==> src/rtl/display_uart_tx.sv <==
// display_uart_tx
//   Streams a snapshot of the display character slots out as 8N1 UART so a
//   host terminal can mirror the CPU's display line. On an accepted start the
//   slot data and clamped length are captured. The selected bytes are then sent
//   slot 0 first, optionally followed by CR LF.
//
// Ports
//   clock       system clock, all state changes on posedge
//   reset       synchronous, active-low reset
//   start       frame request, only looked at while idle
//   frame_data  N_CHARS byte slots, slot i = bits [8*i+7:8*i]
//   frame_len   number of slots to send (clamped to N_CHARS), sampled with start
//   tx          registered UART line, idle high
//   busy        high from accept until the frame completes
//   done        one-cycle pulse when the last stop bit ends
//   char_index  slot index of the byte on the line (CR = N_CHARS, LF = N_CHARS+1)

module display_uart_tx #(
    parameter int CLKS_PER_BIT = 434,
    parameter int N_CHARS      = 16,
    parameter bit APPEND_CRLF  = 1'b1
) (
    input  logic                 clock,
    input  logic                 reset,
    input  logic                 start,
    input  logic [8*N_CHARS-1:0] frame_data,
    input  logic [4:0]           frame_len,
    output logic                 tx,
    output logic                 busy,
    output logic                 done,
    output logic [4:0]           char_index
);

    localparam int             BW        = (CLKS_PER_BIT > 1) ? $clog2(CLKS_PER_BIT) : 1;
    localparam logic [BW-1:0]  BAUD_LAST = BW'(CLKS_PER_BIT - 1);
    // The byte index is kept one bit wider than the port so that the LF slot
    // stays distinct from slot 0 even when N_CHARS = 31.
    localparam logic [5:0]     CR_IDX    = 6'(N_CHARS);
    localparam logic [5:0]     LF_IDX    = 6'(N_CHARS + 1);
    localparam logic [4:0]     MAX_LEN   = 5'(N_CHARS);

    typedef enum logic [2:0] {
        IDLE,
        START_BIT,
        DATA_BITS,
        STOP_BIT,
        NEXT
    } state_t;

    state_t               state, state_d;
    logic [BW-1:0]        baud, baud_d;
    logic [2:0]           bit_cnt, bit_cnt_d;
    logic [7:0]           shift, shift_d;
    logic [5:0]           idx, idx_d;
    logic                 tx_d, busy_d, done_d;

    logic [8*N_CHARS-1:0] frame_snap;
    logic [4:0]           len_snap;
    logic                 snap;
    logic [4:0]           eff_len;
    logic [5:0]           nxt_idx;
    logic                 more;

    // Byte that belongs to a given index: a frame slot, or the CR/LF trailer.
    function automatic logic [7:0] byte_of(input logic [8*N_CHARS-1:0] f,
                                           input logic [5:0]           i);
        logic [7:0] b;
        b = 8'h00;
        if (i == CR_IDX) begin
            b = 8'h0D;
        end else if (i == LF_IDX) begin
            b = 8'h0A;
        end else begin
            for (int s = 0; s < N_CHARS; s++) begin
                if (i == 6'(s)) b = f[8*s +: 8];
            end
        end
        return b;
    endfunction

    // Which byte follows the current one, if any.
    always_comb begin
        nxt_idx = idx;
        more    = 1'b0;
        if (idx < CR_IDX) begin
            if (idx + 6'd1 < 6'(len_snap)) begin
                nxt_idx = idx + 6'd1;
                more    = 1'b1;
            end else if (APPEND_CRLF) begin
                nxt_idx = CR_IDX;
                more    = 1'b1;
            end
        end else if (idx == CR_IDX) begin
            nxt_idx = LF_IDX;
            more    = 1'b1;
        end
    end

    always_comb begin
        // NOTE: every variable driven here gets a default first, so no path
        // leaves one unassigned and no latch is inferred.
        state_d   = state;
        baud_d    = baud;
        bit_cnt_d = bit_cnt;
        shift_d   = shift;
        idx_d     = idx;
        tx_d      = tx;
        busy_d    = busy;
        done_d    = 1'b0;
        snap      = 1'b0;
        eff_len   = (frame_len > MAX_LEN) ? MAX_LEN : frame_len;

        case (state)
            IDLE: begin
                if (start) begin
                    snap = 1'b1;
                    if (eff_len == 5'd0 && !APPEND_CRLF) begin
                        // Nothing to send: acknowledge without touching the line.
                        done_d = 1'b1;
                    end else begin
                        busy_d  = 1'b1;
                        idx_d   = (eff_len == 5'd0) ? CR_IDX : 6'd0;
                        shift_d = byte_of(frame_data, idx_d);
                        tx_d    = 1'b0;
                        baud_d  = '0;
                        state_d = START_BIT;
                    end
                end
            end
            START_BIT: begin
                if (baud == BAUD_LAST) begin
                    baud_d    = '0;
                    bit_cnt_d = 3'd0;
                    tx_d      = shift[0];
                    state_d   = DATA_BITS;
                end else begin
                    baud_d = baud + 1'b1;
                end
            end
            DATA_BITS: begin
                if (baud == BAUD_LAST) begin
                    baud_d = '0;
                    if (bit_cnt == 3'd7) begin
                        tx_d    = 1'b1;
                        state_d = STOP_BIT;
                    end else begin
                        bit_cnt_d = bit_cnt + 3'd1;
                        shift_d   = shift >> 1;
                        tx_d      = shift[1];
                    end
                end else begin
                    baud_d = baud + 1'b1;
                end
            end
            STOP_BIT: begin
                if (baud == BAUD_LAST) begin
                    baud_d  = '0;
                    state_d = NEXT;
                end else begin
                    baud_d = baud + 1'b1;
                end
            end
            NEXT: begin
                if (more) begin
                    idx_d   = nxt_idx;
                    shift_d = byte_of(frame_snap, nxt_idx);
                    tx_d    = 1'b0;
                    state_d = START_BIT;
                end else begin
                    busy_d  = 1'b0;
                    done_d  = 1'b1;
                    state_d = IDLE;
                end
            end
            default: state_d = IDLE;
        endcase
    end

    // NOTE: sequential state uses non-blocking assignments only, so every
    // register samples the values from before this edge.
    always_ff @(posedge clock) begin
        if (!reset) begin
            state   <= IDLE;
            baud    <= '0;
            bit_cnt <= 3'd0;
            shift   <= 8'h00;
            idx     <= 6'd0;
            tx      <= 1'b1;
            busy    <= 1'b0;
            done    <= 1'b0;
        end else begin
            state   <= state_d;
            baud    <= baud_d;
            bit_cnt <= bit_cnt_d;
            shift   <= shift_d;
            idx     <= idx_d;
            tx      <= tx_d;
            busy    <= busy_d;
            done    <= done_d;
        end
    end

    // NOTE: the snapshot is pure data, always written on accept before it is
    // read, so it carries no reset.
    always_ff @(posedge clock) begin
        if (snap) begin
            frame_snap <= frame_data;
            len_snap   <= eff_len;
        end
    end

    assign char_index = idx[4:0];

endmodule

==> config.mk <==
export PLATFORM = sky130hd
export DESIGN_NAME = display_uart_tx
export DESIGN_NICKNAME = d
export VERILOG_FILES = /design/src/rtl/display_uart_tx.sv
export SDC_FILE = /design/constraint.sdc
export NUM_CORES = 1
export LEC_CHECK = 0
export ABC_AREA = 0
export ABC_CLOCK_PERIOD_IN_PS = 4900
export CAP_MARGIN = 25
export CORE_MARGIN = 4
export CORE_UTILIZATION = 30
export CTS_CLUSTER_DIAMETER = 40
export DETAILED_ROUTE_END_ITERATION = 8
export PLACE_DENSITY = 0.61
export SETUP_SLACK_MARGIN = 0.2
export SLEW_MARGIN = 20
export SYNTH_ARGS = -nofsm -noshare
export SYNTH_HDL_FRONTEND = slang
export SYNTH_SLANG_ARGS = --single-unit
==> constraint.sdc <==
create_clock -name clock -period 4.9 [get_ports clock]
set_clock_uncertainty 0.15 [all_clocks]
set_input_delay 0.98 -clock clock [delete_from_list [all_inputs] [get_ports clock]]
set_output_delay 0.98 -clock clock [all_outputs]
set_load 0.05 [all_outputs]
==> results.tsv, run 1 <==
metric	value	unit
Arr. time, crit path	4.55	ns
Distinct cells, synth	73	
clock sink total	165	
Routed Wire Length	22.8	mm
layout cells sized above 1	0.0826	
final setup TNS	0	ns
setup slack after layout	0.519	ns
max_cap viols	0	
Die Y	168	um
Reg2Reg Depth	12	
commonest non-fill, non-tap cells in the layout	clkdlybuf4s50_1 (143), edfxtp_1 (133), nand2_1 (55)	
Buf/Inv on CP	1	
io pins	144	
crit path kind	reg -> reg	
register area	0.00463	mm^2
clock latency on the worst-skew pair	0.43	ns
ys async rst share	0	
Core ar.	0.0253	mm^2
die width	168	um
mean post-synth cell area	11.6	um^2
Remaining Overflow, GRT	0	
dpl ws	0.391	ns
Worst IR Drop VDD	0.000206	V
status	completed	
top post-synthesis cells by area	edfxtp_1 (52%), dfxtp_1 (8.3%), o21ai_0 (3.4%), nand2_1 (2.7%), a21oi_1 (2.1%)	
maximum number of pins on one net before global-route repair	135	
Synth Instances	666	
max frequency	228	MHz
# setup viols final	0	
Yosys reg bits	165	
worst endpoint required time	5.07	ns
WL/cell	20.0	um
crit-path cells	ha_1 -> and2_1 -> nand2_1 -> xnor2_1 -> ha_1 -> inv_1 -> o21ai_1 -> nand2_1 -> o31ai_1 -> o31ai_1 -> o221a_2 -> o21a_1	
die area	0.0284	mm^2
Row Count	58	
RSZ-0062 raised after global routing	true	
hold path depth	2	
area delta synth->final	30.5	%
PwrDens	326	mW/mm^2
Worst-path clk slew	0.06	ns
Iteration-0 DRC Markers	518	
Worst-Margin Slew	0.966	ns
Slew HR	0.351	
Max FO, Critical Path	11	
CP endpoint kind	flop	
Hold Fails Final Rpt	0	
post-DR vias/cell	5.31	
WP depth	12	
Tot Pwr	3.28	mW
prevailing post-synth register cell	edfxtp_1	
post-synth top area share	0.517	
via count	6062	
Residual DRC	0	
deepest clock path buffer count	2	
Filler cells	2448	
final worst path period need	4.38	ns
first-pass GRT wire length	34.6	mm
max-slew violations	0	
I/O Buffers	143	
vias in the first global route	6107	
Crit-path slowest cell	o31ai_1	
nets	945	
GRT Overall Usage	0.159	
DR pass1 iterations	7	
cell area after synthesis	0.00773	mm^2
delay-heaviest family, CP	compound AO/OA/AOI/OAI gates	
area of the multi-input gates	0.00282	mm^2
n_diodes	0	
WHS	0.342	ns
Post-DP HPWL	16.7	mm
Worst Hold Class	reg -> reg	
Final GP Congestion	0.889	
register area share after synthesis	0.600	
number of buffers created by CTS	17	
commonest non-fill, non-tap cell in the layout	clkdlybuf4s50_1	
Critical Path Start Type	flop	
leakage	3.44	nW
Post-CTS Hold Fix Bufs	0	
CTS tree	built	
Max H-tree Level	4	
Yosys Warn Count	0	
EDFF count, synth	133	
CP max stage delay	0.72	ns
initial antenna violation count	0	
Final Cycle Share	0.894	
Syn Nets	812	
Initial Util	0.306	
fin util	0.399	
biggest area consumer among synthesized cells	edfxtp_1	
ANT nets after route	0	
clk root buf	clkbuf_16	
cell usage after synthesis (6+ instances only):
library cell	n
and2_1	13
nor3b_1	7
mux2i_1	8
dfxtp_1	32
o22ai_1	10
and3_1	14
nand3_1	22
edfxtp_1	133
nor2_1	25
ha_1	10
nor2b_1	18
a31oi_1	7
o211ai_1	15
buf_2	11
a311oi_1	6
o31ai_1	8
clkbuf_1	28
a21oi_1	33
nand2_1	55
a32oi_1	7
o21ai_0	52
inv_1	16
a21boi_0	7
nor3_1	17
a221oi_1	7
a211oi_1	7
stage by stage:
stage / area [um^2] / cells
after floorplan: 7730 / 666
after global placement: 9480 / 1107
after detailed placement: 9480 / 1107
after CTS: 10000 / 1138
after global routing: 10100 / 1141
final: 10100 / 1141
worst min-delay path, stage by stage, from the launching register on:
cell and delay (ns):
dfxtp_1 0.32, nand2_1 0.05, o211ai_1 0.07
cell families after synthesis:
kind of cell	after synthesis	synth area share
compound gates	215	0.195
xor+xnor	3	0.00340
fa+ha+maj	10	0.0162
buf+inv	63	0.0368
flops	165	0.600
mux	12	0.0167
simple gates	198	0.132
path summary, 6_finish.rpt:
path | from | to | slack, ns
max reg2reg | idx[0] | shift[5] | 0.52
min | tx | tx | 0.34
min reg2reg | tx | tx | 0.34
max | idx[0] | shift[5] | 0.52
registers in the layout, summed over array words and instances, names as in the netlist:
name and flops:
baud 9, idx 6, len_snap 5, shift 8
done 1, tx 1, frame_snap 128, bit_cnt 3
busy 1, state 3
what timing repair did:
| action | CTS | global route |
|---|---|---|
| resized for setup | 0 | 2 |
| hold endpoints to repair | 0 | 0 |
| buffers inserted | 0 | 1 |
| endpoints found under the setup margin | 0 | 3 |
power by group:
| part | leakage [nW] | switching [mW] | internal [mW] |
|---|---|---|---|
| clock network | 0.265 | 0.560 | 0.748 |
| logic | 1.65 | 0.170 | 0.170 |
| registers | 1.53 | 0.0347 | 1.60 |
| total | 3.44 | 0.765 | 2.52 |
layout make-up:
type | instances | area share
Inverter | 16 | 0.00620
Tap cell | 330 | 0.0410
Clock inverter | 12 | 0.0129
Multi-Input combinational cell | 438 | 0.280
Sequential cell | 165 | 0.460
Clock buffer | 19 | 0.0429
Timing Repair Buffer | 161 | 0.158
per-layer routing:
metal  share of wire  up-vias  track usage
met4           0.029        0       0.0618
met3           0.065       47       0.0378
met5               0        -            0
met2            0.45      268        0.245
met1            0.45     2906        0.216
li1                -     2841            -
No activity file was read; power rests on OpenSTA's default activity.
==> run 2: changes to the inputs <==
--- a/config.mk
+++ b/config.mk
@@ -5,8 +5,7 @@
 export SDC_FILE = /design/constraint.sdc
 export NUM_CORES = 1
 export LEC_CHECK = 0
-export ABC_AREA = 0
-export ABC_CLOCK_PERIOD_IN_PS = 4900
+export ABC_AREA = 1
 export CAP_MARGIN = 25
 export CORE_MARGIN = 4
 export CORE_UTILIZATION = 30
==> run 2 against run 1 <==
Against the previous run:
- combinational power rose to 4.5 times the previous value
- first-iteration DRC count decreased by 26%
- hold slack got worse by 0.0090 ns
- die area is 5.3% lower
==> results.tsv, run 2 <==
metric	value	unit	change
Reg2Reg Depth	20		+8
final setup TNS	0	ns	unchanged
deepest clock path buffer count	2		unchanged
setup slack after layout	0.822	ns	+0.303 ns
register area share after synthesis	0.635		+0.0352
top post-synthesis cells by area	edfxtp_1 (55%), dfxtp_1 (8.8%), nand2_1 (7.8%), inv_1 (3.7%), nor2_1 (3.4%)		
Post-CTS Setup Bufs	0		unchanged
PwrDens	542	mW/mm^2	+66%
post-synthesis xor/xnor area fraction	0.00240		-0.00100
Core ar.	0.0237	mm^2	-6.2%
max frequency	245	MHz	+7.4%
Slew HR	0.505		+0.155
Final Cycle Share	0.832		-0.0618
Worst IR Drop VDD	0.000430	V	+110%
post-CTS sizing	0		unchanged
n_diodes	0		unchanged
combinational family with the most area after synthesis	simple AND/OR/NAND/NOR gates		
fin util	0.409		+0.0101
initial antenna violation count	0		unchanged
leakage	3.53	nW	+2.5%
Worst-path clk slew	0.07	ns	about the same
nets	986		+4.3%
max-slew violations	0		unchanged
Routed Wire Length	19.1	mm	-16%
crit path kind	reg -> reg		
I/O Buffers	143		unchanged
DR pass1 iterations	5		-2
layout cells sized above 1	0.101		+0.0182
WHS	0.333	ns	-0.00897 ns
Top Registers	frame_snap x128, baud x9, shift x8		
biggest area consumer among synthesized cells	edfxtp_1		
first-pass GRT wire length	29.6	mm	-14%
Distinct cells, synth	46		-37%
final worst path period need	4.08	ns	-0.303 ns
die width	164	um	-2.7%
Residual DRC	0		unchanged
maximum number of pins on one net before global-route repair	135		unchanged
hold path depth	2		unchanged
max FFs per register	128		unchanged
Hold Fails Final Rpt	0		unchanged
Commonest cells post-synth	nand2_1 (151), edfxtp_1 (133), inv_1 (72), nor2_1 (67), a21oi_1 (46)		
compound-cell area share of the yosys netlist	0.0696		-0.125
Synth Instances	687		+3.2%
GRT Overall Usage	0.146		-0.0127
Syn Nets	833		+2.6%
clock latency on the worst-skew pair	0.43	ns	about the same
Final GP Congestion	0.876		-1.4%
max_cap viols	0		unchanged
Die Y	164	um	-2.7%
commonest non-fill, non-tap cells in the layout	nand2_1 (151), clkdlybuf4s50_1 (143), edfxtp_1 (133)		
worst endpoint required time	5.10	ns	+0.03 ns
Post-DP HPWL	14.7	mm	-12%
commonest non-fill, non-tap cell in the layout	nand2_1		
adder-cell share of the synthesized area	0.0171		+0.000950
RSZ-0062 raised after global routing	false		
post-DR vias/cell	4.56		-14%
# setup viols final	0		unchanged
WL/cell	16.3	um	-18%
Yosys reg bits	165		unchanged
clock sink total	165		unchanged
mux cell area share after synthesis	0		-0.0167
cell area after synthesis	0.00730	mm^2	-5.5%
Filler cells	2306		-5.8%
ys async rst share	0		unchanged
via count	5350		-12%
ANT nets after route	0		unchanged
vias in the first global route	5497		-10%
Iteration-0 DRC Markers	384		-26%
Post-CTS Hold Fix Bufs	0		unchanged
CP endpoint kind	flop		
Max FO, Critical Path	12		+1
Max H-tree Level	4		unchanged
Post-Synth Simple-Gate Area	0.226		+0.0940
count leader, synth	nand2_1		
Top reg by flops	frame_snap		
prevailing post-synth register cell	edfxtp_1		
die area	0.0269	mm^2	-5.3%
mean post-synth cell area	10.6	um^2	-8.4%
status	completed		
post-synth top area share	0.547		+0.0303
EDFF count, synth	133		unchanged
Row Count	56		-3.4%
Critical Path Start Type	flop		
Arr. time, crit path	4.28	ns	-0.27 ns
Yosys Warn Count	0		unchanged
CTS tree	built		
clk root buf	clkbuf_16		
Initial Util	0.308		+0.00223
number of buffers created by CTS	17		unchanged
Remaining Overflow, GRT	0		unchanged
io pins	144		unchanged
area delta synth->final	32.8	%	
Worst Hold Class	reg -> reg		
Worst-Margin Slew	0.742	ns	-0.224 ns
dpl ws	0.824	ns	+0.433 ns
[run 2: changes by cell type after synthesis, sizes merged, moves of 14 or more]
cell / before / now
nand2: 55 / 161
inv: 16 / 79
nor2b: 18 / 0
clkbuf: 28 / 4
o211ai: 15 / 1
o21ai: 53 / 19
nor2: 26 / 86
a21oi: 33 / 47
nand4: 4 / 24
and3: 14 / 0
nand3: 22 / 40
[run 2: metrics by stage]
stage | area, um^2 | total power [mW] | std cells
final | 9690 | 5.26 | 1172
after global routing | 9690 | 5.57 | 1172
after CTS | 9690 | 5.31 | 1172
after detailed placement | 9090 | 3.94 | 1140
after global placement | 9090 | 3.92 | 1140
after floorplan | 7310 | 3.38 | 687
[run 2: metal layers]
layer / part of all wire / GRT usage
met1: 0.45 / 0.188
met2: 0.48 / 0.241
met3: 0.049 / 0.0359
met4: 0.022 / 0.0492
met5: 0 / 0
[run 2: worst max-delay path, cell delays in order, from the launching register on]
cell and delay (ns):
dfxtp_1 0.45, ha_1 0.21, nand2_1 0.08, nor2_1 0.18, xor2_1 0.19, ha_1 0.27
nand2_1 0.07, nand2_1 0.08, nor2_4 0.25, nand3_2 0.12, nand2_4 0.12, nand2_4 0.09
nor2_2 0.48, inv_1 0.19, nor2_1 0.53, nand2_1 0.10, nand4_1 0.12, nand2_1 0.08
nand2_1 0.07, nand2_1 0.06, a21oi_2 0.14
[run 2: report_power, final]
part / internal [mW] / switching (mW) / total [mW]
Sequential: 2.18 / 0.175 / 2.36
Clock: 0.734 / 0.622 / 1.36
Combinational: 0.466 / 1.07 / 1.54
Total: 3.38 / 1.87 / 5.26
[run 2: layout make-up]
| class | instances | area, um^2 | area share |
|---|---|---|---|
| repair buffers | 144 | 1450 | 0.150 |
| clock inverters | 15 | 176 | 0.0182 |
| clock buffers | 17 | 425 | 0.0439 |
| multi-input cells | 433 | 2310 | 0.238 |
| inverters | 79 | 297 | 0.0306 |
| flip-flops and latches | 165 | 4630 | 0.478 |
| well taps | 319 | 399 | 0.0412 |
[run 2: path summary, 6_finish.rpt]
path | startpoint | end | slack, ns
min reg2reg | bit_cnt[1] | bit_cnt[1] | 0.33
max | idx[0] | shift[0] | 0.82
min | bit_cnt[1] | bit_cnt[1] | 0.33
max reg2reg | idx[0] | shift[0] | 0.82
[run 2: kinds of logic (layout without fill, tap and decap cells)]
group / Yosys count / in the layout
AOI/OAI and AO/OA: 85 / 85
xor gates and xnor gates: 2 / 2
adders and majority gates: 10 / 10
buffers and inverters: 89 / 255
DFF: 165 / 165
and+or+nand+nor: 336 / 336
==> run 3: changes to the inputs <==
==> constraint.sdc (replaced) <==
create_clock -name clock -period 3.4 [get_ports clock]
set_clock_uncertainty 0.15 [all_clocks]
set_input_delay 0.68 -clock clock [delete_from_list [all_inputs] [get_ports clock]]
set_output_delay 0.68 -clock clock [all_outputs]
set_load 0.05 [all_outputs]
==> run 3 against run 2 <==
Against the previous run:
- the run now ends with negative setup slack left
- critical path depth up 6
- flip-flop and latch count is the same
- sequential share of layout area is 3.3 points lower
- power grew 51%
- first-iteration DRC count rose by 9.1%
- via count is 5.5% higher
- critical path type unchanged
- largest cell class unchanged
- largest power group unchanged
==> results.tsv, run 3 (synthesis results as in run 2) <==
metric	value	unit	change
Reg2Reg Depth	26		+30%
register area	0.00465	mm^2	+0.24%
# setup viols final	5		+5
startpoint of the worst hold path	bit_cnt[2]		
GRT Overall Usage	0.153		+0.00685
vias in the first global route	5756		+4.7%
Worst IR Drop VDD	0.000418	V	-2.7%
commonest non-fill, non-tap cells in the layout	clkdlybuf4s50_1 (143), nand2_1 (138), edfxtp_1 (133)		
Die Y	164	um	unchanged
final worst path period need	3.50	ns	-0.581 ns
die width	164	um	unchanged
n_diodes	0		unchanged
Post-DP HPWL	15.2	mm	+3.4%
RR Endpoint	shift[5]		
io pins	144		unchanged
Placed Cells	1188		+4.2%
CTS tree	built		
Residual DRC	0		unchanged
maximum number of pins on one net before global-route repair	98		-27%
max FFs per register	128		unchanged
ANT nets after route	0		unchanged
commonest non-fill, non-tap cell in the layout	clkdlybuf4s50_1		
fin util	0.441		+0.0312
Max H-tree Level	4		unchanged
Final GP Congestion	0.851		-2.9%
Worst-Margin Slew	0.544	ns	-0.198 ns
Routed Wire Length	20.1	mm	+5.0%
Top Registers	frame_snap x128, baud x9, shift x8		
crit path kind	reg -> reg		
WHS	0.331	ns	-0.00203 ns
R2R Setup Slk	-0.1	ns	-0.92 ns
hold path depth	2		unchanged
final setup TNS	-0.304	ns	-0.304 ns
area delta synth->final	42.9	%	
Filler cells	2280		-1.1%
worst endpoint required time	3.55	ns	-1.55 ns
nets	1051		+6.6%
area of the multi-input gates	0.00256	mm^2	+11%
Hold Crit Endpoint	bit_cnt[2]		
number of buffers created by CTS	17		unchanged
Slew HR	0.636		+0.131
Hold Fails Final Rpt	0		unchanged
Post-CTS Hold Fix Bufs	0		unchanged
clock latency on the worst-skew pair	0.43	ns	about the same
Cell Count, Final, Fillers Out	1237		+5.5%
Top reg by flops	frame_snap		
Max FO, Critical Path	6		-6
RSZ-0062 raised after global routing	true		
first-pass GRT wire length	31.1	mm	+5.2%
Iteration-0 DRC Markers	419		+9.1%
WL/cell	16.3	um	-0.50%
post-DR vias/cell	4.56		about the same
Core ar.	0.0237	mm^2	unchanged
CP endpoint kind	flop		
I/O Buffers	143		unchanged
Initial Util	0.308		unchanged
die area	0.0269	mm^2	unchanged
via count	5645		+5.5%
clk root buf	clkbuf_16		
Placed Area	0.00947	mm^2	+4.2%
Row Count	56		unchanged
layout cells sized above 1	0.219		+0.118
leakage	3.91	nW	+11%
setup slack after layout	-0.0975	ns	-0.919 ns
failing checks	negative setup slack		
PwrDens	761	mW/mm^2	+40%
Worst-path clk slew	0.06	ns	about the same
max frequency	286	MHz	+17%
post-layout instance area	0.0104	mm^2	+7.6%
Worst Hold Class	reg -> reg		
deepest clock path buffer count	2		unchanged
DR pass1 iterations	7		+2
max_cap viols	0		unchanged
initial antenna violation count	0		unchanged
Arr. time, crit path	3.65	ns	-0.63 ns
Critical R2R Launch	idx[0]		
Remaining Overflow, GRT	0		unchanged
status	finished with violations		
Critical Path Start Type	flop		
Final Cycle Share	1.03		+0.196
max-slew violations	0		unchanged
clock sink total	165		unchanged
==> run 3: cell count changes in the layout (fill, tap and decap cells not counted), moves of 6 or more <==
| cell | previous run | this run |
|---|---|---|
| a21oi_2 | 1 | 11 |
| nand3_1 | 34 | 27 |
| nand2_2 | 2 | 10 |
| nand3_2 | 5 | 11 |
| nor2_1 | 66 | 57 |
| buf_6 | 0 | 7 |
| buf_4 | 0 | 57 |
| nand2_1 | 151 | 138 |
| inv_8 | 8 | 0 |
| a21oi_1 | 46 | 36 |
==> run 3: cell type report <==
class	instances	share of cell area
timing repair buffer	209	0.190
tap	319	0.0383
clock buffer	19	0.0415
sequential	165	0.445
inverter	79	0.0287
multi-input combinational	433	0.245
clock inverter	13	0.0116
==> run 3: worst max-delay path by stage <==
stage	cells after the start	start	end	slack [ns]
6_report	26	idx[0]	shift[5]	-0.1
5_1_grt	28	idx[0]	shift[3]	-0.32
4_1_cts	26	idx[1]	shift[6]	-0.1
3_5_place_dp	26	idx[1]	shift[6]	-0.27
3_3_place_gp	28	idx[0]	shift[6]	-0.22
2_1_floorplan	8	start	baud[8]	-0.66
==> run 3: stage by stage <==
stage	total power, mW	setup WS, ns
finish	7.93	-0.0975
global placement	5.77	-0.224
global route	8.39	-0.316
CTS	7.85	-0.0962
detailed placement	5.81	-0.266
floorplan	4.89	-0.662
==> run 3: critical path, cell delays in order, from the launching register on <==
cell,delay [ns]
dfxtp_4,0.35
ha_4,0.16
or2_4,0.25
nand2_4,0.06
inv_2,0.03
ha_2,0.15
nand2_1,0.05
nand2_1,0.06
nand2_2,0.07
nand2_2,0.07
nor2_4,0.23
nand3_2,0.12
nand2_4,0.12
nand2_8,0.07
nand2_4,0.09
nor2_4,0.05
buf_6,0.12
nand2_4,0.05
nand3_2,0.07
a21oi_2,0.11
nand4_1,0.14
a21oi_2,0.16
nand4_1,0.15
nor2_2,0.16
nand4_1,0.15
nand2_1,0.12
a21oi_2,0.05
==> run 3: power breakdown <==
group | switching [mW] | internal, mW | total, mW | leakage (nW)
Sequential | 0.265 | 3.14 | 3.41 | 1.56
Combinational | 1.72 | 0.965 | 2.68 | 2.09
Clock | 0.823 | 1.02 | 1.84 | 0.271
==> run 3: repair_timing <==
action                     4_1_cts  5_1_grt
pin swaps                       23       40
gates resized for setup         36       35
setup endpoints to repair        8        8
cloned                           0        0
buffers inserted                11        6
==> run 3: routing by layer <==
metal	global-route usage	share of wire	vias up
li1	-	-	2809
met1	0.199	0.45	2675
met2	0.252	0.48	140
met3	0.0414	0.050	21
met4	0.0408	0.013	0
met5	0	0	-
